<file path="src/rtl/bp_fe_bp_pkg.sv">
// Shared types for the FE branch-prediction tracker: queue entry layout and pointer width.
// Entry PC width comes from the BP_FE_BP_PC_WIDTH_P macro (default 39).
`ifndef BP_FE_BP_PC_WIDTH_P
`define BP_FE_BP_PC_WIDTH_P 39
`endif

package bp_fe_bp_pkg;

    localparam int pc_width_lp  = `BP_FE_BP_PC_WIDTH_P;
    localparam int depth_lp     = 8;
    localparam int ptr_width_lp = $clog2(depth_lp) + 1;

    typedef struct packed {
        logic [pc_width_lp-1:0] pc;
        logic                   pred;
    } bp_pred_entry_s;

endpackage

</file>
<file path="src/rtl/bp_fe_bp_pred_fifo.sv">
// In-order queue of outstanding predictions with wrap-bit pointers and flush.
// Callers present already-qualified enqueue/dequeue strobes.
module bp_fe_bp_pred_fifo
    import bp_fe_bp_pkg::*;
#(
    parameter int depth_p = depth_lp
)
(
    input  logic           clk_i,
    input  logic           reset_n_i,
    input  logic           flush_i,
    input  logic           enq_v_i,
    input  bp_pred_entry_s enq_data_i,
    input  logic           deq_v_i,
    output bp_pred_entry_s deq_data_o,
    output logic           full_o,
    output logic           empty_o
);

    localparam int ptr_w_lp = $clog2(depth_p) + 1;
    localparam int idx_w_lp = ptr_w_lp - 1;
    localparam logic [ptr_w_lp-1:0] ptr_one_lp = {{idx_w_lp{1'b0}}, 1'b1};
    localparam int entry_w_lp = $bits(bp_pred_entry_s);

    bp_pred_entry_s      mem_r [depth_p];
    logic [ptr_w_lp-1:0] rd_ptr_r;
    logic [ptr_w_lp-1:0] wr_ptr_r;

    assign empty_o    = (rd_ptr_r == wr_ptr_r);
    assign full_o     = (rd_ptr_r[idx_w_lp-1:0] == wr_ptr_r[idx_w_lp-1:0]) &
                        (rd_ptr_r[idx_w_lp] != wr_ptr_r[idx_w_lp]);
    assign deq_data_o = mem_r[rd_ptr_r[idx_w_lp-1:0]];

    // Pointer update; flush rewinds both pointers to the start of the ring.
    always_ff @(posedge clk_i or negedge reset_n_i) begin
        if (!reset_n_i) begin
            rd_ptr_r <= {ptr_w_lp{1'b0}};
            wr_ptr_r <= {ptr_w_lp{1'b0}};
        end else if (flush_i) begin
            rd_ptr_r <= {ptr_w_lp{1'b0}};
            wr_ptr_r <= {ptr_w_lp{1'b0}};
        end else begin
            if (enq_v_i) begin
                wr_ptr_r <= wr_ptr_r + ptr_one_lp;
            end
            if (deq_v_i) begin
                rd_ptr_r <= rd_ptr_r + ptr_one_lp;
            end
        end
    end

    // Entry storage, cleared on reset so a read of an unused slot is deterministic.
    always_ff @(posedge clk_i or negedge reset_n_i) begin
        if (!reset_n_i) begin
            for (int i = 0; i < depth_p; i++) begin
                mem_r[i] <= bp_pred_entry_s'({entry_w_lp{1'b0}});
            end
        end else if (enq_v_i) begin
            mem_r[wr_ptr_r[idx_w_lp-1:0]] <= enq_data_i;
        end
    end

endmodule

</file>
<file path="src/rtl/bp_fe_bp_pred_tracker.sv">
// Tracks FE branch predictions until resolution and emits training updates / mispredict pulses.
// Optional BP_PRED_TRACKER_STATS_EN adds saturating resolved/mispredicted counters.
module bp_fe_bp_pred_tracker
    import bp_fe_bp_pkg::*;
#(
    parameter int depth_p    = 8,
    parameter int pc_width_p = `BP_FE_BP_PC_WIDTH_P
`ifdef BP_PRED_TRACKER_STATS_EN
    ,
    parameter int cnt_width_p = 32
`endif
)
(
    input  logic                  clk_i,
    input  logic                  reset_n_i,
    input  logic                  r_v_i,
    input  logic [pc_width_p-1:0] r_pc_i,
    input  logic                  predict_i,
    output logic                  r_ready_o,
    input  logic                  w_v_i,
    input  logic                  w_taken_i,
    output logic                  w_ready_o,
    input  logic                  flush_i,
    output logic                  upd_v_o,
    output logic [pc_width_p-1:0] upd_pc_o,
    output logic                  upd_taken_o,
    output logic                  mispredict_o
`ifdef BP_PRED_TRACKER_STATS_EN
    ,
    output logic [cnt_width_p-1:0] stat_total_o,
    output logic [cnt_width_p-1:0] stat_miss_o
`endif
);

    logic           full_s;
    logic           empty_s;
    logic           enq_fire_s;
    logic           deq_fire_s;
    logic           miss_s;
    bp_pred_entry_s enq_data_s;
    bp_pred_entry_s deq_data_s;

    logic                  upd_v_r;
    logic [pc_width_p-1:0] upd_pc_r;
    logic                  upd_taken_r;
    logic                  mispredict_r;

    assign r_ready_o  = ~full_s;
    assign w_ready_o  = ~empty_s;
    assign enq_fire_s = r_v_i & ~full_s & ~flush_i;
    assign deq_fire_s = w_v_i & ~empty_s & ~flush_i;
    assign enq_data_s = '{pc: r_pc_i, pred: predict_i};
    assign miss_s     = deq_data_s.pred ^ w_taken_i;

    bp_fe_bp_pred_fifo #(
        .depth_p (depth_p)
    ) fifo (
        .clk_i      (clk_i),
        .reset_n_i  (reset_n_i),
        .flush_i    (flush_i),
        .enq_v_i    (enq_fire_s),
        .enq_data_i (enq_data_s),
        .deq_v_i    (deq_fire_s),
        .deq_data_o (deq_data_s),
        .full_o     (full_s),
        .empty_o    (empty_s)
    );

    // Update strobes: pulse exactly one cycle after an accepted resolution.
    always_ff @(posedge clk_i or negedge reset_n_i) begin
        if (!reset_n_i) begin
            upd_v_r      <= 1'b0;
            mispredict_r <= 1'b0;
        end else begin
            upd_v_r      <= deq_fire_s;
            mispredict_r <= deq_fire_s & miss_s;
        end
    end

    // Update payload holds its last value between updates.
    always_ff @(posedge clk_i or negedge reset_n_i) begin
        if (!reset_n_i) begin
            upd_pc_r    <= {pc_width_p{1'b0}};
            upd_taken_r <= 1'b0;
        end else if (deq_fire_s) begin
            upd_pc_r    <= deq_data_s.pc;
            upd_taken_r <= w_taken_i;
        end
    end

    assign upd_v_o      = upd_v_r;
    assign upd_pc_o     = upd_pc_r;
    assign upd_taken_o  = upd_taken_r;
    assign mispredict_o = mispredict_r;

`ifdef BP_PRED_TRACKER_STATS_EN
    localparam logic [cnt_width_p-1:0] cnt_one_lp = {{(cnt_width_p-1){1'b0}}, 1'b1};
    localparam logic [cnt_width_p-1:0] cnt_max_lp = {cnt_width_p{1'b1}};

    logic [cnt_width_p-1:0] stat_total_r;
    logic [cnt_width_p-1:0] stat_miss_r;

    // Saturating statistics; counted alongside the update they describe, untouched by flush.
    always_ff @(posedge clk_i or negedge reset_n_i) begin
        if (!reset_n_i) begin
            stat_total_r <= {cnt_width_p{1'b0}};
            stat_miss_r  <= {cnt_width_p{1'b0}};
        end else begin
            if (deq_fire_s && (stat_total_r != cnt_max_lp)) begin
                stat_total_r <= stat_total_r + cnt_one_lp;
            end
            if (deq_fire_s && miss_s && (stat_miss_r != cnt_max_lp)) begin
                stat_miss_r <= stat_miss_r + cnt_one_lp;
            end
        end
    end

    assign stat_total_o = stat_total_r;
    assign stat_miss_o  = stat_miss_r;
`endif

endmodule

</file>
<file path="config.mk">
export PLATFORM = sky130hd
export DESIGN_NAME = bp_fe_bp_pred_tracker
export DESIGN_NICKNAME = d
export VERILOG_FILES = /design/src/rtl/bp_fe_bp_pkg.sv /design/src/rtl/bp_fe_bp_pred_fifo.sv /design/src/rtl/bp_fe_bp_pred_tracker.sv
export SDC_FILE = /design/constraint.sdc
export NUM_CORES = 1
export LEC_CHECK = 0
export BUFFER_PORTS_ARGS = -buffer_cell sky130_fd_sc_hd__buf_2
export CAP_MARGIN = 30
export CELL_PAD_IN_SITES_DETAIL_PLACEMENT = 1
export CELL_PAD_IN_SITES_GLOBAL_PLACEMENT = 2
export CORE_UTILIZATION = 45
export DETAILED_ROUTE_END_ITERATION = 16
export GPL_TIMING_DRIVEN = 0
export MAX_ROUTING_LAYER = met4
export PLACE_DENSITY = 0.9
export SYNTH_ARGS = -nofsm -noshare
export SYNTH_HDL_FRONTEND = slang
export SYNTH_SLANG_ARGS = --single-unit
</file>
<file path="constraint.sdc">
create_clock -name clk_i -period 2.7 [get_ports clk_i]
set_input_delay 0.405 -clock clk_i [delete_from_list [all_inputs] [get_ports clk_i]]
set_output_delay 0.405 -clock clk_i [all_outputs]
set_load 0.03 [all_outputs]
</file>
==> flow_metrics.py, run 1 <==
metrics = {
    "run_status": {
        "status": "finished, final reports clean",
    },
    "power": {
        "power_frac_clock_pct": 32.7,
        "p_int_mw": 11.3,
        "p_sw_mw": 4.69,
        "swShare_pct": 29.3,
        "p_comb_share_pct": 22.4,
        "ir_worst_vdd_uv": 533,
        "seq_power_share_pct": 44.9,
        "p_leak_nw": 8.55,
        "p_per_area_nw_per_um2": 860,
    },
    "grt": {
        "antenna_found_initial": 4,
        "grt_pass1_vias": 10300,
        "track_usage_pct": 23.0,
        "grt_max_degree": 126,
        "grt_pass1_wl_um": 62300,
        "gr-total-overflow": 0,
    },
    "yosys": {
        "synth-edff-count": 0,
        "ys_top_cells_by_count": "370 x dfrtp_1, 271 x mux2_2, 80 x mux4_2",
        "synth_fp_nets": 1058,
        "avgSynthCellArea_sq_um": 16.0,
        "yosysTopAreaCellShare_pct": 57.1,
        "yosys.cell_types.count": 35,
        "yosysMostFrequentCell": "dfrtp_1",
        "ys_seq_area_share_pct": 57.1,
        "synth-async-reset-ratio_pct": 100,
        "synth.cell_area_sq_um": 16200,
        "synth_cells": 1010,
        "synth_seq_cells": 370,
        "ys_top_cells_by_area": "dfrtp_1 57%, mux2_2 19%, mux4_2 11%, mux2_1 3.5%, mux2i_1 2.7%",
        "ys.flop_type": "dfrtp_1",
        "synth_warnings": 0,
        "post-synth-top-area-cell": "dfrtp_1",
    },
    "flow_run": {
        "drv_cap": 0,
    },
    "clock_network": {
        "cts_made_buffers": 41,
        "htreeDepth": 2,
        "clockRootBuffer": "clkbuf_16",
        "clock_latency_ns": 0.52,
        "clk_pin_slew_ns": 0.06,
        "clock_sinks": 370,
        "cts_tree": "yes",
        "cts_setup_buffers": 0,
        "cts_max_path_buffers": 3,
    },
    "cells_and_area": {
        "final_area_sq_um": 18600,
        "drive_gt1_share_pct": 47.4,
        "nets": 1196,
        "nFillCells": 3344,
        "syn_to_final_growth_pct": 14.9,
        "multiInputGateArea_sq_um": 6590,
        "seq_area_sq_um": 9260,
    },
    "detailed_routing": {
        "ant_nets": 0,
        "dr.pass1.iters": 4,
        "wl_per_cell_um": 23.5,
        "vias": 9219,
        "drc": 0,
        "vias_per_cell": 5.63,
        "drt-initial-drc-count": 358,
        "totalWireLength_um": 38600,
    },
    "sta": {
        "clock_skew_ns": 0.0160,
        "finalSetupViolations": 0,
        "fin_hold_ws_ns": 0.153,
        "setup_ws_ns": 0.0459,
        "tightest_slew_ns": 1.03,
        "fin_setup_tns_ns": 0,
        "period_needed_ns": 2.65,
        "fmax_mhz": 377,
        "slew_violations": 0,
        "hold_viol": 0,
        "max_slew_margin_pct": 30.6,
        "post-route-period-util_pct": 98.3,
    },
    "setup_path": {
        "r2r_setup_slack_ns": 0.05,
        "crit_chain": "buf_4 > xor2_1 > nor4_2 > nor3_1 > buf_2 > mux2_2",
        "cpMaxStageDelayCell": "nor3_1",
        "crit_arrival_ns": 3.06,
        "crit_buf_inv": 2,
        "rr_startpoint": "fifo.rd_ptr_r[2]",
        "start_kind": "register",
        "slowest_delay_ns": 0.56,
        "r2r-end": "fifo.mem_r[204]",
        "path_class": "register to register",
        "cpLargestDelayFamily": "simple AND/OR/NAND/NOR gates",
        "cp_data_required_time_ns": 3.10,
        "reg2regPathDepth": 6,
        "cp-end-kind": "register",
        "path_max_fanout": 10,
    },
    "worst_hold_path": {
        "holdCritStartpoint": "w_taken_i",
        "holdPathEnd": "upd_taken_o",
        "hold_path_depth": 2,
        "hp-class": "primary input to register",
    },
    "die": {
        "std_cell_rows": 69,
        "start_util_pct": 45.7,
        "die_w_um": 192,
        "core_sq_um": 35500,
        "io-pin-count": 90,
        "dieArea_sq_um": 36800,
        "die_h_um": 192,
    },
    "placed_design": {
        "placed_cell_area_sq_um": 17300,
        "place.gp.congestion": 0.757,
        "port_buffers": 89,
        "dp_hpwl_um": 24400,
        "post-place-ws_ns": 0.0646,
    },
}
-- worst register-to-register path: stages, from the launching register on --
cell and delay (ns):
dfrtp_1 0.36, buf_4 0.17, xor2_1 0.52, nor4_2 0.10, nor3_1 0.56, buf_2 0.44, mux2_2 0.39
-- layout make-up --
cell class / count / area share [%]
Buffer: 66 / 1.92
Inverter: 3 / 0.0605
Sequential cell: 370 / 49.7
Antenna cell: 4 / 0.0538
Tap cell: 461 / 3.10
Clock inverter: 9 / 0.423
Timing Repair Buffer: 95 / 3.06
Clock buffer: 59 / 6.25
Multi-Input combinational cell: 571 / 35.4
-- per-stage QoR --
step	power, mW	std cells	utilization, %
4_1_cts	16.2	1633	52.4
5_1_grt	16.8	1638	52.5
3_3_place_gp	10.7	1560	48.6
6_report	16.0	1638	52.5
2_1_floorplan	9.66	1010	-
3_5_place_dp	10.9	1564	48.8
-- metal layers --
layer | global-route usage (%) | up-vias | share of wire (%)
met3 | 3.36 | 49 | 3.1
met1 | 30.6 | 5003 | 44
met5 | - | - | 0
met4 | 4.43 | 0 | 1.6
met2 | 37.8 | 141 | 51
li1 | - | 4026 | -
-- placed cells by master (no fill, tap or decap), types with 5 or more instances in the layout --
cell / count
dfrtp_1: 370
mux2_2: 271
buf_2: 109
mux4_2: 80
mux2_1: 50
mux2i_1: 43
o21ai_0: 42
nand2_1: 41
clkbuf_16: 41
clkbuf_1: 30
buf_4: 23
clkbuf_8: 7
clkinv_2: 6
xor2_1: 5
-- registers in the layout, summed over array words and instances (netlist names) --
name and cells:
fifo.wr_ptr_r 4, fifo.rd_ptr_r 4, fifo.mem_r 320, upd_v_o 1, upd_pc_o 39, mispredict_o 1
upd_taken_o 1
-- worst max-delay path by stage --
| stage | startpoint | endpoint | depth (start not counted) | slack, ns |
|---|---|---|---|---|
| after detailed placement | flush_i | fifo.mem_r[207] | 6 | 0.06 |
| final | fifo.rd_ptr_r[2] | fifo.mem_r[204] | 6 | 0.05 |
| after CTS | fifo.rd_ptr_r[1] | upd_pc_o[9] | 5 | 0.07 |
| after floorplan | fifo.wr_ptr_r[1] | fifo.mem_r[270] | 7 | 0.60 |
| after global placement | reset_n_i | fifo.mem_r[151] | 1 | -5.88 |
| after global routing | fifo.rd_ptr_r[2] | fifo.mem_r[206] | 6 | -0.04 |
-- power groups by stage --
stage	clock network, mW	logic [mW]	registers [mW]
final	5.24	3.59	7.18
after global routing	5.55	3.90	7.32
after detailed placement	0	3.62	7.27
after CTS	5.36	3.65	7.19
after floorplan	0	1.96	7.70
after global placement	0	3.49	7.18
-- repair_timing --
action,CTS,global route
hold buffers,1,0
hold endpoints to repair,13,0
endpoints found under the setup margin,1,5
resized for setup,1,1
-- cells by family after synthesis --
| group | Yosys count | synth area share [%] |
|---|---|---|
| AOI/OAI and AO/OA | 49 | 1.63 |
| DFF | 370 | 57.1 |
| and+or+nand+nor | 69 | 2.31 |
| xor gates and xnor gates | 7 | 0.425 |
| buffers and inverters | 69 | 2.27 |
| muxes | 444 | 36.1 |
| adders and majority gates | 2 | 0.154 |
Power figures use the tool's default switching activity.
==> inputs of run 2 (changes only) <==
Settings changed: ABC_CLOCK_PERIOD_IN_PS from default to 2700, CORE_UTILIZATION 45 to 46, SYNTH_HIERARCHICAL from default to 1.
==> run 2 against run 1 <==
- cell area increased by 3.5%
- register-to-register slack improved by 0.07 ns
- first-iteration DRC count increased by 32%
- combinational power decreased by 25%
- largest power group unchanged
- largest cell class unchanged
- die area decreased by 0.34%
==> flow_metrics.py, run 2 <==
metrics = {
    "sta": {
        "hold_viol": 0,
        "fin_setup_tns_ns": 0,
        "slew_violations": 0,
        "tightest_slew_ns": 0.864,
        "period_needed_ns": 2.58,
        "post-route-period-util_pct": 95.5,
        "fmax_mhz": 388,
        "max_slew_margin_pct": 42.4,
        "clock_skew_ns": 0.0109,
        "grt_setup_unrepaired": "no",
        "finalSetupViolations": 0,
    },
    "clock_network": {
        "cts_max_path_buffers": 3,
        "cts_made_buffers": 40,
        "clock_latency_ns": 0.52,
        "htreeDepth": 2,
        "clockRootBuffer": "clkbuf_16",
        "clk_pin_slew_ns": 0.06,
        "clock_sinks": 370,
        "cts_tree": "yes",
    },
    "die": {
        "dieArea_sq_um": 36600,
        "std_cell_rows": 69,
        "die_w_um": 191,
        "die_h_um": 191,
        "core_sq_um": 35500,
        "io-pin-count": 90,
        "start_util_pct": 46.5,
    },
    "power": {
        "p_per_area_nw_per_um2": 757,
        "p_leak_nw": 9.13,
        "p_comb_share_pct": 18.4,
        "seq_power_share_pct": 46.4,
        "ir_worst_vdd_uv": 478,
        "p_sw_mw": 3.89,
        "power_frac_clock_pct": 35.2,
        "p_int_mw": 10.7,
        "total_power_mw": 14.6,
        "swShare_pct": 26.7,
    },
    "yosys": {
        "ys_top_cells_by_area": "dfrtp_1 56%, mux2_2 26%, mux4_1 7.2%, mux4_2 3.8%, mux4_4 1.1%",
        "synth.cell_area_sq_um": 16500,
        "ys_top_cells_by_count": "386 x mux2_2, 370 x dfrtp_1, 45 x mux4_1",
        "synth_cells": 958,
        "synth-async-reset-ratio_pct": 100,
        "synth_seq_cells": 370,
        "synthMuxAreaShare_pct": 39.4,
        "ys_seq_area_share_pct": 56.1,
        "synth-simple-area-share_pct": 1.10,
        "synth-edff-count": 0,
        "synth_compound_area_share_pct": 0,
        "synth_top_family_by_area": "multiplexers",
        "yosysTopAreaCellShare_pct": 56.1,
        "ys.flop_type": "dfrtp_1",
        "synth_fp_nets": 1006,
        "yosys.cell_types.count": 30,
        "synth_xor_area_share_pct": 0.584,
        "yosysMostFrequentCell": "mux2_2",
        "post-synth-top-area-cell": "dfrtp_1",
        "avgSynthCellArea_sq_um": 17.2,
        "synth_warnings": 6,
        "synth_fa_ha_area_share_pct": 0.152,
    },
    "setup_path": {
        "path_class": "register to register",
        "reg2regPathDepth": 12,
        "cp-end-kind": "register",
        "r2r_setup_slack_ns": 0.12,
        "crit_top_cell": "buf_6",
        "crit_arrival_ns": 2.97,
        "rr_startpoint": "fifo/wr_ptr_r[2]",
        "cpLargestDelayFamily": "buffers and inverters",
        "slowest_delay_ns": 0.35,
        "crit_buf_inv": 5,
        "r2r-end": "fifo/mem_r[152]",
        "crit_cells": 12,
        "cpMaxStageDelayCell": "mux2_2",
        "cp_data_required_time_ns": 3.09,
        "path_max_fanout": 10,
        "start_kind": "register",
        "crit_chain": "buf_2 > xnor2_1 > nand3_2 > nor2b_2 > nor3b_2 > buf_4 > buf_6 > nand2b_4 > nor3b_4 > buf_6 > buf_12 > mux2_2",
        "critPathLaunch": "fifo/wr_ptr_r[2]",
    },
    "detailed_routing": {
        "vias": 8930,
        "drc": 0,
        "dr.pass1.iters": 4,
        "vias_per_cell": 5.58,
        "wl_per_cell_um": 23.8,
        "drt-initial-drc-count": 472,
        "totalWireLength_um": 38000,
        "ant_nets": 0,
    },
    "placed_design": {
        "dp_hpwl_um": 23500,
        "port_buffers": 89,
        "place.gp.congestion": 0.728,
    },
    "grt": {
        "grt_max_degree": 121,
        "grt_pass1_vias": 10200,
        "grt_pass1_wl_um": 60900,
        "antenna_found_initial": 3,
        "track_usage_pct": 22.7,
        "gr-total-overflow": 0,
    },
    "cells_and_area": {
        "mostFrequentLayoutCells": "386 x mux2_2, 369 x dfrtp_1, 94 x buf_2",
        "regMostFlops": "fifo/mem_r",
        "final_common_cell": "mux2_2",
        "drive_gt1_share_pct": 57.3,
        "syn_to_final_growth_pct": 16.7,
        "largest_reg_flops": 320,
        "nets": 1160,
    },
    "worst_hold_path": {
        "hold_path_depth": 2,
        "holdPathEnd": "upd_taken_o",
        "holdCritStartpoint": "w_taken_i",
        "hp-class": "primary input to register",
    },
    "run_status": {
        "status": "finished, final reports clean",
    },
    "flow_run": {
        "drv_cap": 0,
    },
}
==> run 2: layout make-up <==
| type | instances | area (sq um) |
|---|---|---|
| Clock buffer | 60 | 1170 |
| Tap cell | 461 | 577 |
| Antenna cell | 3 | 7.51 |
| Inverter | 2 | 7.51 |
| Clock inverter | 5 | 50.0 |
| Multi-Input combinational cell | 522 | 6860 |
| Fill cell | 3233 | 16200 |
| Buffer | 63 | 626 |
| Timing Repair Buffer | 113 | 711 |
| Sequential cell | 370 | 9260 |
==> run 2: metal layers <==
| metal | track usage (%) | wire [um] | vias up |
|---|---|---|---|
| li1 | - | - | 3914 |
| met1 | 30.0 | 17100 | 4865 |
| met2 | 37.2 | 19300 | 109 |
| met3 | 3.32 | 1040 | 42 |
| met4 | 4.95 | 561 | 0 |
| met5 | - | 0 | - |
==> run 2: worst max-delay path by stage <==
stage | endpoint | slack, ns
floorplan | fifo/mem_r[200] | 0.35
global route | fifo/mem_r[152] | 0.01
detailed placement | fifo/mem_r[234] | -0.64
finish | fifo/mem_r[152] | 0.12
CTS | fifo/mem_r[260] | 0.005
global placement | upd_pc_o[4] | -5.84
==> run 2: cell families after synthesis <==
kind of cell               Yosys count
muxes                              482
xor gates and xnor gates            11
and+or+nand+nor                     27
adders and majority gates            2
DFF                                370
buffers and inverters               66
==> run 2: what timing repair did <==
action	in CTS	in global routing
endpoints found under the hold margin	35	0
cloned	2	0
hold buffers	1	0
gates resized for setup	64	17
buffers inserted	11	7
pin swaps	4	2
endpoints found under the setup margin	322	320
==> run 2: power by group through the flow <==
stage               logic (mW)  registers, mW  clock network, mW
finish                    2.68           6.77               5.14
global route              2.89           6.88               5.50
CTS                       2.72           6.78               5.29
detailed placement        2.67           6.87                  0
global placement          2.57           6.81                  0
floorplan                 1.25           7.36                  0
==> run 2: through the flow <==
step	cell area (sq um)	instances	hold slack (ns)	utilization (%)	setup WS [ns]
finish	19300	1599	0.169	54.3	0.121
global route	19300	1599	0.165	54.3	0.0137
CTS	19200	1590	0.149	54.0	0.00507
detailed placement	17600	1511	0.310	49.7	-0.638
global placement	17500	1508	0.459	49.4	-5.84
floorplan	16500	958	0.109	-	0.353
==> inputs of run 3 (changes only) <==
Settings changed: CORE_UTILIZATION 46 to 48, CTS_BUF_LIST from default to sky130_fd_sc_hd__clkbuf_2, PLACE_DENSITY 0.9 to 0.93.
==> run 3 against run 2 <==
- via count up 5.5%
- critical endpoint is now fifo/mem_r[285]
- highest routed layer unchanged
- sequential share of layout area up 0.42 points
- clock skew up 0.10 ns
- power down 10%
- utilization up 2.4 points
- flip-flop and latch count unchanged
- combinational power up 2%
- die area down 4.1%
- first-iteration DRC count down 17%
- non-clock buffer count up 39
- final cell count up 7.1%
- register-to-register slack worse by 0.11 ns
==> flow_metrics.py, run 3 (synthesis results as in run 2) <==
metrics = {
    "run_status": {
        "status": "finished, final reports clean",
    },
    "setup_path": {
        "crit_chain": "buf_6 > xnor2_2 > nand3_2 > nor2b_2 > nor3b_2 > buf_6 > nand2b_4 > nor3_2 > buf_4 > mux2_2",
        "path_max_fanout": 10,
        "cpMaxStageDelayCell": "dfrtp_1",
        "path_class": "register to register",
        "slowest_delay_ns": 0.42,
        "start_kind": "register",
        "cp_data_required_time_ns": 3.43,
        "r2r_setup_slack_ns": 0.007,
        "crit_top_cell": "buf_6",
        "crit_arrival_ns": 3.43,
        "cp-end-kind": "register",
    },
    "clock_network": {
        "clk_pin_slew_ns": 0.11,
        "cts_tree": "yes",
        "clockRootBuffer": "clkbuf_2",
        "cts_max_path_buffers": 3,
        "clock_latency_ns": 0.95,
        "clock_sinks": 370,
        "htreeDepth": 3,
        "cts_made_buffers": 95,
    },
    "cells_and_area": {
        "largest_reg_flops": 320,
        "multiInputGateArea_sq_um": 6880,
        "nets": 1254,
        "regMostFlops": "fifo/mem_r",
        "final_common_cell": "mux2_2",
        "mostFrequentLayoutCells": "386 x mux2_2, 370 x dfrtp_1, 134 x clkbuf_2",
        "seq_area_sq_um": 9260,
        "nFillCells": 3198,
        "drive_gt1_share_pct": 57.8,
        "syn_to_final_growth_pct": 15.7,
    },
    "placed_design": {
        "port_buffers": 89,
        "dp_hpwl_um": 22900,
        "place.gp.congestion": 0.731,
    },
    "sta": {
        "fmax_mhz": 371,
        "post-route-period-util_pct": 99.7,
        "hold_viol": 0,
        "period_needed_ns": 2.69,
        "fin_hold_ws_ns": 0.106,
        "tightest_slew_ns": 0.829,
        "clock_skew_ns": 0.113,
        "max_slew_margin_pct": 44.7,
        "slew_violations": 0,
        "finalSetupViolations": 0,
        "fin_setup_tns_ns": 0,
    },
    "grt": {
        "grt_max_degree": 120,
        "gr-total-overflow": 0,
        "grt_pass1_vias": 10600,
        "track_usage_pct": 22.8,
        "grt_pass1_wl_um": 60100,
        "antenna_found_initial": 1,
    },
    "power": {
        "p_leak_nw": 9.25,
        "p_per_area_nw_per_um2": 686,
        "total_power_mw": 13.1,
        "ir_worst_vdd_uv": 405,
    },
    "detailed_routing": {
        "drt-initial-drc-count": 393,
        "vias_per_cell": 5.50,
        "dr.pass1.iters": 5,
        "ant_nets": 0,
        "vias": 9419,
        "drc": 0,
        "totalWireLength_um": 37700,
        "wl_per_cell_um": 22.0,
    },
    "die": {
        "dieArea_sq_um": 35100,
        "die_h_um": 187,
        "die_w_um": 187,
        "io-pin-count": 90,
        "start_util_pct": 49.0,
        "std_cell_rows": 67,
        "core_sq_um": 33700,
    },
    "flow_run": {
        "drv_cap": 0,
    },
    "worst_hold_path": {
        "hp-class": "primary input to register",
    },
}
-- run 3: area by class of cell --
type | count | share of cell area [%]
flip-flops and latches | 370 | 48.5
multi-input cells | 522 | 36.0
repair buffers | 152 | 5.79
clock buffers | 134 | 3.51
well taps | 448 | 2.94
plain buffers | 63 | 2.63
clock inverters | 21 | 0.550
inverters | 2 | 0.0393
diodes | 1 | 0.0131
-- run 3: path summary, 6_finish.rpt --
path,start,cells past startpoint,end
min reg2reg,upd_pc_o[35],1,upd_pc_o[35]
max in group asynchronous,reset_n_i,5,upd_pc_o[6]
max,fifo/wr_ptr_r[1],10,fifo/mem_r[285]
min,r_v_i,5,fifo/wr_ptr_r[0]
max reg2reg,fifo/wr_ptr_r[1],10,fifo/mem_r[285]
min in group asynchronous,reset_n_i,3,fifo/mem_r[118]
-- run 3: worst max-delay path, delay by kind of cell, from the launching register on --
family        cells  cell delay (ns)
xor+xnor          1             0.14
mux               1             0.36
buf+inv           3             0.66
simple gates      5             0.90
flops             1             0.42
-- run 3: timing repair --
| action | in CTS | in global routing |
|---|---|---|
| buffers inserted | 3 | 9 |
| hold buffers | 47 | 0 |
| endpoints found under the setup margin | 331 | 118 |
| pin swaps | 2 | 4 |
| endpoints found under the hold margin | 583 | 0 |
| gates cloned | 0 | 1 |
| gates resized for setup | 28 | 17 |
-- run 3: metrics by stage --
stage | std cells | worst slack (ns) | cell area (sq um) | util (%)
after detailed placement | 1498 | -0.743 | 17600 | 52.2
after CTS | 1702 | 0.00126 | 19000 | 56.3
final | 1713 | 0.00744 | 19100 | 56.7
after global placement | 1495 | -5.89 | 17500 | 52.0
after global routing | 1713 | -0.0543 | 19100 | 56.7
after floorplan | 958 | 0.353 | 16500 | -
-- run 3: per-layer routing --
layer	up-vias	share of wire, %	track usage (%)
met2	201	50	36.0
met3	62	3.8	4.22
met5	-	0	-
li1	4164	-	-
met1	4992	44	30.3
met4	0	2.0	6.94
-- run 3: report_power, final --
group          switching, mW  total (mW)  internal [mW]
registers              0.395        6.75           6.35
logic                   1.41        2.73           1.32
clock network           2.22        3.62           1.40
total                   4.02        13.1           9.07
